### src/rtl/dmem_dma_pkg.sv
// rtl/dmem_dma_pkg.sv - shared types and constants for the dmem/DMA arbiter
package dmem_dma_pkg;

    localparam int WORD_BYTES = 4;
    localparam int ADDR_W     = 32;

    typedef enum logic [2:0] {
        IDLE,
        LOAD,
        RD,
        WR,
        DONE
    } dma_state_t;

endpackage

### src/rtl/dmem_dma_arbiter_if.sv
// rtl/dmem_dma_arbiter_if.sv - data-memory port bundle (master = arbiter, slave = dmem)
// Signals: mem_we, mem_addr, mem_wdata driven by the master; mem_rdata is the
// combinational read data returned by the slave.
interface dmem_dma_arbiter_if;
    import dmem_dma_pkg::*;

    logic              mem_we;
    logic [ADDR_W-1:0] mem_addr;
    logic [31:0]       mem_wdata;
    logic [31:0]       mem_rdata;

    modport master (output mem_we, output mem_addr, output mem_wdata, input mem_rdata);
    modport slave  (input mem_we, input mem_addr, input mem_wdata, output mem_rdata);

endinterface

### src/rtl/dma_addr_gen.sv
// rtl/dma_addr_gen.sv - DMA source/destination/count registers and last-word flag
// Ports: clk, reset (async active-low); load latches src_in/dst_in/len_in with
// the low two address bits cleared; step advances both addresses by one word
// and decrements the count. len_zero flags an empty transfer, last flags the
// final word (count == 1).
module dma_addr_gen
    import dmem_dma_pkg::*;
#(
    parameter int LEN_W = 16
) (
    input  logic              clk,
    input  logic              reset,
    input  logic              load,
    input  logic              step,
    input  logic [ADDR_W-1:0] src_in,
    input  logic [ADDR_W-1:0] dst_in,
    input  logic [LEN_W-1:0]  len_in,
    output logic [ADDR_W-1:0] src,
    output logic [ADDR_W-1:0] dst,
    output logic              len_zero,
    output logic              last
);

    localparam logic [ADDR_W-1:0] ALIGN_MASK = ~ADDR_W'(WORD_BYTES - 1);

    logic [LEN_W-1:0] count;

    always_ff @(posedge clk or negedge reset) begin
        if (!reset) begin
            src   <= '0;
            dst   <= '0;
            count <= '0;
        end else if (load) begin
            src   <= src_in & ALIGN_MASK;
            dst   <= dst_in & ALIGN_MASK;
            count <= len_in;
        end else if (step) begin
            // 32-bit adds wrap naturally past 0xFFFFFFFC
            src   <= src + ADDR_W'(WORD_BYTES);
            dst   <= dst + ADDR_W'(WORD_BYTES);
            count <= count - LEN_W'(1);
        end
    end

    assign len_zero = (count == '0);
    assign last     = (count == LEN_W'(1));

endmodule

### src/rtl/dmem_dma_arbiter.sv
// rtl/dmem_dma_arbiter.sv - shares dmem between the core (absolute priority) and a word-copy DMA
// Ports: clk, reset (async active-low); core_req/core_we/core_addr/core_wdata
// from the core, core_rdata back to it; dma_start/dma_src/dma_dst/dma_len/
// dma_fill/dma_pattern launch a transfer, dma_busy/dma_done report status;
// mem (dmem_dma_arbiter_if.master) is the shared dmem port.
// Build option: DMEM_DMA_FILL_EN enables fill mode (dma_fill/dma_pattern);
// without it those inputs are ignored and every transfer is a copy.
module dmem_dma_arbiter
    import dmem_dma_pkg::*;
#(
    parameter int LEN_W = 16
) (
    input  logic               clk,
    input  logic               reset,
    input  logic               core_req,
    input  logic               core_we,
    input  logic [ADDR_W-1:0]  core_addr,
    input  logic [31:0]        core_wdata,
    output logic [31:0]        core_rdata,
    input  logic               dma_start,
    input  logic [ADDR_W-1:0]  dma_src,
    input  logic [ADDR_W-1:0]  dma_dst,
    input  logic [LEN_W-1:0]   dma_len,
    input  logic               dma_fill,
    input  logic [31:0]        dma_pattern,
    output logic               dma_busy,
    output logic               dma_done,
    dmem_dma_arbiter_if.master mem
);

    dma_state_t        state;
    logic [31:0]       buf_q;
    logic [ADDR_W-1:0] src;
    logic [ADDR_W-1:0] dst;
    logic              len_zero;
    logic              last;
    logic              granted;
    logic              start_ok;
    logic [31:0]       wr_data;

    // The DMA may only touch the port in cycles where the core is silent.
    assign granted  = !core_req;
    assign start_ok = (state == IDLE) && dma_start;

`ifdef DMEM_DMA_FILL_EN
    logic fill_q;

    always_ff @(posedge clk or negedge reset) begin
        if (!reset) begin
            fill_q <= 1'b0;
        end else if (start_ok) begin
            fill_q <= dma_fill;
        end
    end

    assign wr_data = fill_q ? dma_pattern : buf_q;
`else
    localparam logic fill_q = 1'b0;
    logic unused_fill_inputs;

    assign unused_fill_inputs = dma_fill ^ (^dma_pattern);
    assign wr_data            = buf_q;
`endif

    dma_addr_gen #(
        .LEN_W (LEN_W)
    ) u_addr_gen (
        .clk      (clk),
        .reset    (reset),
        .load     (start_ok),
        .step     ((state == WR) && granted),
        .src_in   (dma_src),
        .dst_in   (dma_dst),
        .len_in   (dma_len),
        .src      (src),
        .dst      (dst),
        .len_zero (len_zero),
        .last     (last)
    );

    // dma_busy/dma_done are kept as registers so they track state exactly:
    // busy rises on entry to LOAD and falls on leaving DONE.
    always_ff @(posedge clk or negedge reset) begin
        if (!reset) begin
            state    <= IDLE;
            buf_q    <= '0;
            dma_busy <= 1'b0;
            dma_done <= 1'b0;
        end else begin
            dma_done <= 1'b0;
            case (state)
                IDLE: begin
                    if (dma_start) begin
                        state    <= LOAD;
                        dma_busy <= 1'b1;
                    end
                end
                LOAD: begin
                    if (len_zero) begin
                        state    <= DONE;
                        dma_done <= 1'b1;
                    end else begin
                        state <= fill_q ? WR : RD;
                    end
                end
                RD: begin
                    if (granted) begin
                        buf_q <= mem.mem_rdata;
                        state <= WR;
                    end
                end
                WR: begin
                    if (granted) begin
                        if (last) begin
                            state    <= DONE;
                            dma_done <= 1'b1;
                        end else begin
                            state <= fill_q ? WR : RD;
                        end
                    end
                end
                DONE: begin
                    state    <= IDLE;
                    dma_busy <= 1'b0;
                end
                default: begin
                    state    <= IDLE;
                    dma_busy <= 1'b0;
                end
            endcase
        end
    end

    // Core signals are the default owner so core reads stay transparent.
    always_comb begin
        mem.mem_we    = core_we;
        mem.mem_addr  = core_addr;
        mem.mem_wdata = core_wdata;
        if (granted) begin
            if (state == RD) begin
                mem.mem_we   = 1'b0;
                mem.mem_addr = src;
            end else if (state == WR) begin
                mem.mem_we    = 1'b1;
                mem.mem_addr  = dst;
                mem.mem_wdata = wr_data;
            end
        end
    end

    assign core_rdata = mem.mem_rdata;

endmodule

### src/flat_wrapper.sv
// flat-port wrapper written by rule: the top's interface ports become plain ports
module dmem_dma_arbiter_flat import dmem_dma_pkg::*;
#(
    parameter int LEN_W = 16
)
  (clk, reset, core_req, core_we, core_addr, core_wdata, core_rdata, dma_start, dma_src, dma_dst, dma_len, dma_fill, dma_pattern, dma_busy, dma_done, mem_mem_we, mem_mem_addr, mem_mem_wdata, mem_mem_rdata);
  dmem_dma_arbiter_if mem_i ();
  input  logic clk;
  input  logic reset;
  input  logic core_req;
  input  logic core_we;
  input  logic [ADDR_W-1:0] core_addr;
  input  logic [31:0] core_wdata;
  output logic [31:0] core_rdata;
  input  logic dma_start;
  input  logic [ADDR_W-1:0] dma_src;
  input  logic [ADDR_W-1:0] dma_dst;
  input  logic [LEN_W-1:0] dma_len;
  input  logic dma_fill;
  input  logic [31:0] dma_pattern;
  output logic dma_busy;
  output logic dma_done;
  output wire logic [$bits(mem_i.mem_we)-1:0] mem_mem_we;
  output wire logic [$bits(mem_i.mem_addr)-1:0] mem_mem_addr;
  output wire logic [$bits(mem_i.mem_wdata)-1:0] mem_mem_wdata;
  input wire logic [$bits(mem_i.mem_rdata)-1:0] mem_mem_rdata;
  assign mem_mem_we = mem_i.mem_we;
  assign mem_mem_addr = mem_i.mem_addr;
  assign mem_mem_wdata = mem_i.mem_wdata;
  assign mem_i.mem_rdata = mem_mem_rdata;
  dmem_dma_arbiter #(.LEN_W(LEN_W)) u_core (.clk(clk), .reset(reset), .core_req(core_req), .core_we(core_we), .core_addr(core_addr), .core_wdata(core_wdata), .core_rdata(core_rdata), .dma_start(dma_start), .dma_src(dma_src), .dma_dst(dma_dst), .dma_len(dma_len), .dma_fill(dma_fill), .dma_pattern(dma_pattern), .dma_busy(dma_busy), .dma_done(dma_done), .mem(mem_i));
endmodule
### config.mk
export PLATFORM = sky130hd
export DESIGN_NAME = dmem_dma_arbiter_flat
export DESIGN_NICKNAME = d
export VERILOG_FILES = /design/src/rtl/dmem_dma_pkg.sv /design/src/rtl/dmem_dma_arbiter_if.sv /design/src/rtl/dma_addr_gen.sv /design/src/rtl/dmem_dma_arbiter.sv /design/src/flat_wrapper.sv
export SDC_FILE = /design/constraint.sdc
export NUM_CORES = 1
export LEC_CHECK = 0
export ABC_AREA = 1
export BUFFER_PORTS_ARGS = -buffer_cell sky130_fd_sc_hd__buf_2
export CAP_MARGIN = 20
export CORE_MARGIN = 8
export CORE_UTILIZATION = 44
export CTS_CLUSTER_DIAMETER = 120
export DETAILED_ROUTE_END_ITERATION = 7
export PLACE_DENSITY = 0.73
export SLEW_MARGIN = 40
export SYNTH_ARGS = -nofsm -noshare
export SYNTH_HDL_FRONTEND = slang
export SYNTH_SLANG_ARGS = --single-unit
export TNS_END_PERCENT = 1
### constraint.sdc
create_clock -name clk -period 4.7 [get_ports clk]
set_clock_uncertainty 0.15 [all_clocks]
set_input_delay 0.47 -clock clk [delete_from_list [all_inputs] [get_ports clk]]
set_output_delay 0.47 -clock clk [all_outputs]
set_load 0.05 [all_outputs]
# After elaboration in Yosys (flattened, before gate mapping)
# Index checks and enable logic that the tools add are counted.
[op_classes]
bitwise_logic = 2
muxes = 27
n_mul = 0
add_sub_neg = 3
n_lt_le_gt_ge = 0
reduce_logical = 10
shift = 0
n_eq_ne = 7
div_mod_pow = 0
[op_table]
columns = ["operator", "n"]
rows = [
  ["2-to-1 mux 32 bit", 10],
  ["adder 32 x 3 -> 32 bit (second input constant)", 2],
  ["2-to-1 mux 16 bit", 2],
  ["equality test 16 x 1 -> 1 bit (second input constant)", 1],
  ["zero test 16 bit", 1],
  ["subtractor 16 x 1 -> 16 bit (second input constant)", 1],
  ["2-to-1 mux 3 bit", 5],
  ["one-hot mux 3 bit (4 select lines)", 1],
  ["2-to-1 mux 1 bit", 7],
  ["equality test 3 x 2 -> 1 bit (second input constant)", 2],
  ["!= test 2 bit (second input constant)", 3],
  ["one-hot mux 1 bit (2 select lines)", 2],
  ["AND reduction 2 bit", 2],
  ["equality test 3 x 1 -> 1 bit (second input constant)", 1],
  ["zero test 3 bit", 1],
  ["AND reduction 3 bit", 1],
  ["OR reduction 3 bit", 1],
  ["logical AND 1 bit", 2],
  ["inverter 1 bit", 2],
  ["nonzero test 2 bit", 1],
  ["zero test 1 bit", 1],
]
[totals]
latch_bits = 0
mem_count = 0
ram_bits = 0
word_cells = 56
in_bits = 214
reg_bits = 117
mem_bits_ro = 0

# Logic depth before layout (Yosys ltp)
# Gate-level depths: netlist of run 1.
[logic_depth]
word_depth = 4
mapped_depth = 10
mapped_depth_nobuf = 10

# Modules after synthesis
# A second synthesis of run 1 with hierarchy kept.
[hier_totals]
cells_unflattened = 1281
hier_area_um2 = 8154.1
[by_module_without_submodules]
columns = ["mod", "instances", "cells_each", "area_each_um2"]
rows = [
  ["dma_addr_gen", 1, 795, 5268.8],
  ["dmem_dma_arbiter", 1, 486, 2885.3],
]

# Worst setup path before layout of run 1
# Ideal clock, no wire load.
[synth_path]
path_type = "reg-to-output"
from = "reg u_core.state[2]"
to = "out mem_mem_addr[10]"
t_required_ns = 4.080
arrival_ns = 1.883
path_stages_with_launch = 8
slack_ns = 2.197
path_cell_list = "dfrtp_1 -> inv_2 -> nand2_2 -> nor2_4 -> nand2_2 -> buf_2 -> buf_2 -> o221ai_1"
[synth_between]
elab_chain_len = 4
word_cells_on_any_way = 5
[synth_lines]
columns = ["item", "line", "source"]
rows = [
  ["from (decl)", "dmem_dma_arbiter.sv:31", "dma_state_t state;"],
  ["from (signal assigned)", "dmem_dma_arbiter.sv:103", "state <= fill_q ? WR : RD;"],
  ["from (signal assigned)", "dmem_dma_arbiter.sv:118", "state <= fill_q ? WR : RD;"],
  ["equality test 3 x 2 -> 1 bit", "dmem_dma_arbiter.sv:143", "end else if (state == WR) begin"],
  ["2-to-1 mux 32 bit", "dmem_dma_arbiter.sv:143", ""],
  ["2-to-1 mux 32 bit (*)", "dmem_dma_arbiter.sv:140", "if (state == RD) begin"],
  ["2-to-1 mux 32 bit (*)", "dmem_dma_arbiter.sv:139", "if (granted) begin"],
  ["to (decl)", "flat_wrapper.sv:24", "output wire logic [$bits(mem_i.mem_addr)-1:0] mem_mem_addr;"],
]
# Every way passes the cells marked *; elsewhere a longest branch is shown, timed or not.

# Worst setup path after layout of run 1
[layout_path]
from = "reg u_core.state[2]"
to = "out mem_mem_wdata[19]"
[layout_between]
elab_chain_len = 4
word_cells_on_any_way = 5
[layout_lines]
columns = ["item", "line", "source"]
rows = [
  ["equality test 3 x 2 -> 1 bit", "dmem_dma_arbiter.sv:143", ""],
  ["2-to-1 mux 32 bit", "dmem_dma_arbiter.sv:143", ""],
  ["2-to-1 mux 32 bit (*)", "dmem_dma_arbiter.sv:140", ""],
  ["2-to-1 mux 32 bit (*)", "dmem_dma_arbiter.sv:139", ""],
  ["to (decl)", "flat_wrapper.sv:25", "output wire logic [$bits(mem_i.mem_wdata)-1:0] mem_mem_wdata;"],
]
# Marks and branches as above.

==> metrics.md, run 1 <==
| Metric | Value |
|---|---|
| Via count | 9406 |
| Setup violations, final | 0 |
| Startpoint types | register |
| Cell area after synthesis | 8350 sq um |
| Initial Utilization | 44.8% |
| Tot GR Track Use | 27.0% |
| Num Clock Sinks | 113 |
| DRT iter0 DRCs | 842 |
| R2R setup slack | 1.73 ns |
| DRT Wirelength | 32.1 mm |
| Sequential area share after synthesis | 33.9% |
| Synth area leader | dfrtp_1 |
| Post-CTS sizing | 0 |
| Worst Setup SP | u_core.state[2] |
| Post-CTS setup buffers | 0 |
| Clock share of power | 18.2% |
| FF-to-FF Start | u_core.state[0] |
| Pins over their slew limit | 0 |
| Worst slew pin tran | 0.771 ns |
| DRC | 0 |
| Ys async rst share | 100% |
| Pleak | 0.00535 uW |
| Drt first pass iters | 6 |
| Most used DFF post-synth | dfrtp_1 |
| Routed wire per std cell | 18.3 um |
| Power after layout | 6530 uW |
| Tmin final | 3.16 ns |
| Hold Fails Final Rpt | 0 |
| Clk pin slew, worst setup/hold paths | 0.06 ns |
| #FFs+latches synth | 113 |
| Die area | 23600 sq um |
| R2R Path End | u_core.u_addr_gen.src[9] |
| Area growth syn-to-layout | 21.3% |
| Num rows | 50 |
| Residual overflow from global routing | 0 |
| Sw Ratio | 52.1% |
| Worst EP required | 4.08 ns |
| Synth area leaders | dfrtp_1 (34%), nand2_1 (21%), nor2_1 (6.9%) |
| F_max | 317 MHz |
| Outcome | finished clean |
| Layout cells sized above 1 | 24.1% |
| Die Y | 154 um |
| Max Cap Violations | 0 |
| CP Capture Point | mem_mem_wdata[19] |
| Syn Area/Cell | 6.49 sq um |
| Critical path class | register to output port |
| Crit end category | output port |
| Finished Core Util | 54.3% |
| Clk Latency, worst-skew pair | 0.42 ns |
| Floorplan core area | 18600 sq um |
| Root Driver | clkbuf_16 |
| Hold Buf Count CTS | 1 |
| Antenna diode count | 0 |
| RD Place Congestion | 0.940 |
| Vias/cell | 5.36 |
| Post-synth EDFFs | 0 |
| DIE WIDTH | 154 um |
| Total number of yosys warnings | 0 |
| CTS Buf Count | 17 |
| CTS tree | built |
| Total negative setup slack | 0 ns |
| Comb power frac | 53.1% |
| DP Cell Count | 1721 |
| H-Tree Depth | 4 |
| Slew HR | 48.6% |
| Vias in the first global route | 9228 |
| Cell Count, Final, Fillers Out | 1754 |
| Hold wc startpoint | dma_len[5] |
| Unrepaired setup endpoints after global routing | false |
| Tcrit/Tclk final | 67.2% |
| Mapped Cells | 1287 |
| Post-synth top area share | 33.9% |
| Sw power | 3400 uW |
| First-pass GRT wire length | 50.6 mm |
| Hold crit path type | input pin to register |
| Int Pwr | 3130 uW |
| Detail Placement HPWL | 24.9 mm |
| Largest net degree at the start of global routing | 79 |
| CP arrival | 2.54 ns |
| Share of power burned in registers | 28.7% |
| Port buffer count | 275 |
| Final ANT Viol Nets | 0 |
| Distinct cells, synth | 37 |
| IO Pins | 313 |
| Antenna violations before repair | 5 |
| Depth of the worst register-to-register path | 6 |
| Net count after synthesis | 1505 |
| Peak supply drop | 0.360 mV |
| Crit Path Max Fanout | 26 |
| Power per Cell Area | 644 nW/um^2 |
| Final net count | 1725 |
| Clk buf depth | 2 |
==> cell usage after synthesis (3+ instances only) <==
master / instances
a31oi_1: 5
nand2_1: 469
inv_2: 3
ha_1: 4
o221ai_1: 28
nor3_1: 13
a21oi_1: 8
buf_4: 38
or2_2: 5
xor2_1: 4
nor2_1: 153
mux2_2: 31
o21ai_0: 51
or2_1: 7
dfrtp_1: 113
inv_1: 130
nand3_1: 102
nand2_2: 6
clkbuf_1: 10
nand4_1: 18
o22ai_1: 13
o211ai_1: 11
o21ai_1: 15
buf_2: 34
==> per-stage QoR <==
step / hold WS (ns) / worst slack (ns) / cell area, sq um
floorplan: 0.0244 / 2.20 / 8350
global placement: 0.321 / 1.77 / 9580
detailed placement: 0.329 / 1.76 / 9580
CTS: 0.105 / 1.59 / 10100
global route: 0.127 / 1.40 / 10100
finish: 0.111 / 1.54 / 10100
==> metal layers <==
| layer | routed length (um) | vias to the layer above | GRT usage, % |
|---|---|---|---|
| met5 | 71 | - | 0 |
| met4 | 1050 | 10 | 9.89 |
| met3 | 3660 | 55 | 9.16 |
| met2 | 14600 | 508 | 43.0 |
| met1 | 12700 | 4292 | 33.3 |
| li1 | - | 4541 | - |
==> power by group through the flow <==
stage / combinational (uW) / sequential, uW / clock (uW)
2_1_floorplan: 2630 / 1750 / 0
3_3_place_gp: 3400 / 1850 / 0
3_5_place_dp: 3440 / 1880 / 0
4_1_cts: 3460 / 1860 / 1200
5_1_grt: 3820 / 1940 / 1240
6_report: 3470 / 1870 / 1190
==> worst max-delay path: stages, from the launching register on <==
cell	delay (ns)
dfrtp_1	0.42
inv_2	0.10
nand3_1	0.13
nor2_4	0.58
buf_4	0.41
nand2_1	0.12
nand2_1	0.09
buf_2	0.26
==> layout by cell type (no fill, tap or decap), types with 2 or more instances in the layout <==
cell type and count:
a21oi_1 8, a31oi_1 5, buf_2 274, buf_4 11
clkbuf_1 2, clkbuf_16 17, clkbuf_8 3, clkinv_2 6
clkinvlp_4 3, dfrtp_1 113, ha_1 4, inv_1 129
inv_2 4, mux2_2 31, nand2_1 469, nand2_2 6
nand3_1 102, nand3b_1 2, nand4_1 18, nor2_1 152
nor2_4 3, nor3_1 13, o211ai_1 11, o21ai_0 51
o21ai_1 15, o221ai_1 28, o22ai_1 13, or2_1 7
or2_2 5, xor2_1 4
==> layout make-up <==
type	count	area, sq um
fill	1926	8510
multi-input combinational	956	4510
sequential	113	2830
timing repair buffer	286	1460
inverter	133	499
clock buffer	22	474
tap	234	293
clock inverter	10	61.3
==> state kept, by name, indices dropped and copies added, names as in the netlist <==
name / cells
u_core.buf_q: 32
u_core.dma_busy: 1
u_core.dma_done: 1
u_core.state: 3
u_core.u_addr_gen.count: 16
u_core.u_addr_gen.dst: 30
u_core.u_addr_gen.src: 30
==> how the worst min path moves through the flow <==
stage	end	slack [ns]	depth (start not counted)
2_1_floorplan	u_core.buf_q[0]	0.02	0
3_3_place_gp	u_core.dma_busy	0.32	2
3_5_place_dp	u_core.dma_busy	0.33	2
4_1_cts	u_core.u_addr_gen.count[5]	0.11	3
5_1_grt	u_core.u_addr_gen.count[5]	0.13	3
6_report	u_core.u_addr_gen.count[5]	0.11	3
==> cells by family (layout without fill, tap and decap cells) <==
kind of cell	Yosys count	after routing	synth area share, %
AOI/OAI and AO/OA	135	135	10.1
xor gates and xnor gates	4	4	0.420
buffers and inverters	218	451	12.2
and+or+nand+nor	781	781	38.5
muxes	32	32	4.32
adders and majority gates	4	4	0.599
DFF	113	113	33.9
Power figures use the tool's default switching activity.
==> run 2, diff against run 1 <==
Clock period 4.7 ns to 3.1 ns, I/O delays scaled along.
==> run 2 against run 1 <==
Compared with the run above:
- wire length is 1.7% higher
- non-clock buffer count is 42 higher
- count of clock-buffer cells in the layout is 3 higher
- worst setup slack worse by 1.3 ns
- global-route usage is 0.32 points higher
- power is 56% higher
- final area is 5.0% higher
- via count is 2.1% higher
- worst hold slack worse by 0.10 ns
- core utilization is 2.7 points higher
- sequential share of layout area is 1.3 points lower
- critical path depth is 1 higher
- largest cell class unchanged
- largest power group unchanged
==> metrics.md, run 2 (synthesized netlist as in run 1, its figures left out) <==
| Metric | Value |
|---|---|
| RD Place Congestion | 0.951 |
| Post-CTS setup buffers | 0 |
| Drt first pass iters | 5 |
| CTS tree | built |
| Final ANT Viol Nets | 0 |
| Finished Core Util | 57.1% |
| Floorplan core area | 18600 sq um |
| Power per Cell Area | 957 nW/um^2 |
| DP Cell Count | 1726 |
| Max Cap Violations | 0 |
| Final net count | 1767 |
| DIE WIDTH | 154 um |
| Register name with the most flops | u_core.buf_q |
| Via count | 9607 |
| Grt met3 use | 8.88% |
| Worst EP required | 2.64 ns |
| First-pass GRT wire length | 51.2 mm |
| Vias/cell | 5.35 |
| Largest register FFs | 32 |
| Cell Count, Final, Fillers Out | 1795 |
| Crit end category | output port |
| Die Y | 154 um |
| Hold crit path type | input pin to register |
| Dpl ws | 0.567 ns |
| Area after DPL | 9650 sq um |
| FF-to-FF Start | u_core.state[0] |
| Antenna violations before repair | 7 |
| DRT iter0 DRCs | 727 |
| Peak supply drop | 0.557 mV |
| Detail Placement HPWL | 25.0 mm |
| DRT Wirelength | 32.7 mm |
| Hold Fails Final Rpt | 0 |
| Layout cells sized above 1 | 23.7% |
| Gr busiest metal | met2 |
| F_max | 351 MHz |
| Port buffer count | 275 |
| Area growth syn-to-layout | 27.4% |
| Met2 usage | 42.7% |
| Tmin final | 2.85 ns |
| Tcrit/Tclk final | 91.9% |
| Crit Path Max Fanout | 22 |
| Post-route cell area | 10600 sq um |
| Total negative setup slack | 0 ns |
| Pleak | 0.00558 uW |
| Num rows | 50 |
| Clk buf depth | 2 |
| Clk Latency, worst-skew pair | 0.42 ns |
| Pins over their slew limit | 0 |
| Largest registers | u_core.buf_q (32), u_core.u_addr_gen.dst (30), u_core.u_addr_gen.src (30) |
| M1 GR Usage | 33.4% |
| DRC | 0 |
| CTS Buf Count | 17 |
| Routed wire per std cell | 18.2 um |
| Setup violations, final | 0 |
| Hold wc startpoint | dma_src[3] |
| Worst slew pin tran | 0.764 ns |
| Residual overflow from global routing | 0 |
| Num Clock Sinks | 113 |
| Initial Utilization | 44.8% |
| Vias in the first global route | 9584 |
| Most common cell after layout, fill and taps aside | nand2_1 |
| Die area | 23600 sq um |
| Slew HR | 49.0% |
| Final setup margin | 0.251 ns |
| Largest net degree at the start of global routing | 65 |
| Most frequent cells in the layout | nand2_1 (469), buf_2 (274), nor2_1 (152) |
| CP arrival | 2.39 ns |
| Critical path class | register to output port |
| H-Tree Depth | 4 |
| Outcome | finished clean |
| Unrepaired setup endpoints after global routing | false |
| Worst Setup SP | u_core.state[2] |
| Root Driver | clkbuf_16 |
| Clk pin slew, worst setup/hold paths | 0.05 ns |
| IO Pins | 313 |
| Startpoint types | register |
| Tot GR Track Use | 27.3% |
==> run 2: cell type report <==
| cell class | instances | area, sq um |
|---|---|---|
| sequential | 113 | 2830 |
| clock inverter | 5 | 75.1 |
| inverter | 133 | 499 |
| timing repair buffer | 328 | 1910 |
| tap | 234 | 293 |
| clock buffer | 25 | 515 |
| antenna | 1 | 2.50 |
| fill | 1856 | 8000 |
| multi-input combinational | 956 | 4520 |
==> run 2: final timing paths <==
path / to / slack, ns / cells after the start
max in group asynchronous: u_core.buf_q[6] / 2.01 / 3
worst max register to register: u_core.buf_q[18] / 0.75 / 4
worst max-delay path: mem_mem_addr[11] / 0.25 / 8
worst min register to register: u_core.dma_busy / 0.33 / 2
min in group asynchronous: u_core.u_addr_gen.dst[25] / 0.25 / 3
worst min-delay path: u_core.u_addr_gen.src[3] / 0.01 / 3
==> run 2: what timing repair did <==
action,CTS,global route
setup endpoints to repair,0,7
hold buffers,36,1
gates resized for setup,0,1
endpoints found under the hold margin,148,1
==> run 2: critical path: stages (launching register included) <==
cell      delay (ns)
dfrtp_1         0.40
inv_2           0.08
nand2_2         0.09
nor2_4          0.06
inv_1           0.33
buf_4           0.34
nand2_1         0.15
o221ai_1        0.16
buf_2           0.34
==> run 2: power by group <==
part / switching, uW / internal, uW / total [uW]
registers: 681 / 2160 / 2840
logic: 3760 / 1580 / 5340
clock network: 702 / 1300 / 2000
total: 5150 / 5040 / 10200
==> run 2: metrics by stage <==
step | hold slack, ns | total power (uW)
after CTS | 0.00109 | 10200
after floorplan | -0.136 | 6630
after global placement | 0.307 | 8000
after global routing | 0.00844 | 10900
after detailed placement | 0.309 | 8100
final | 0.0114 | 10200
==> run 2: metal layers <==
layer | routed length [um] | vias up
li1 | - | 4631
met1 | 13100 | 4354
met2 | 14500 | 526
met3 | 3530 | 86
met4 | 1470 | 10
met5 | 59 | -
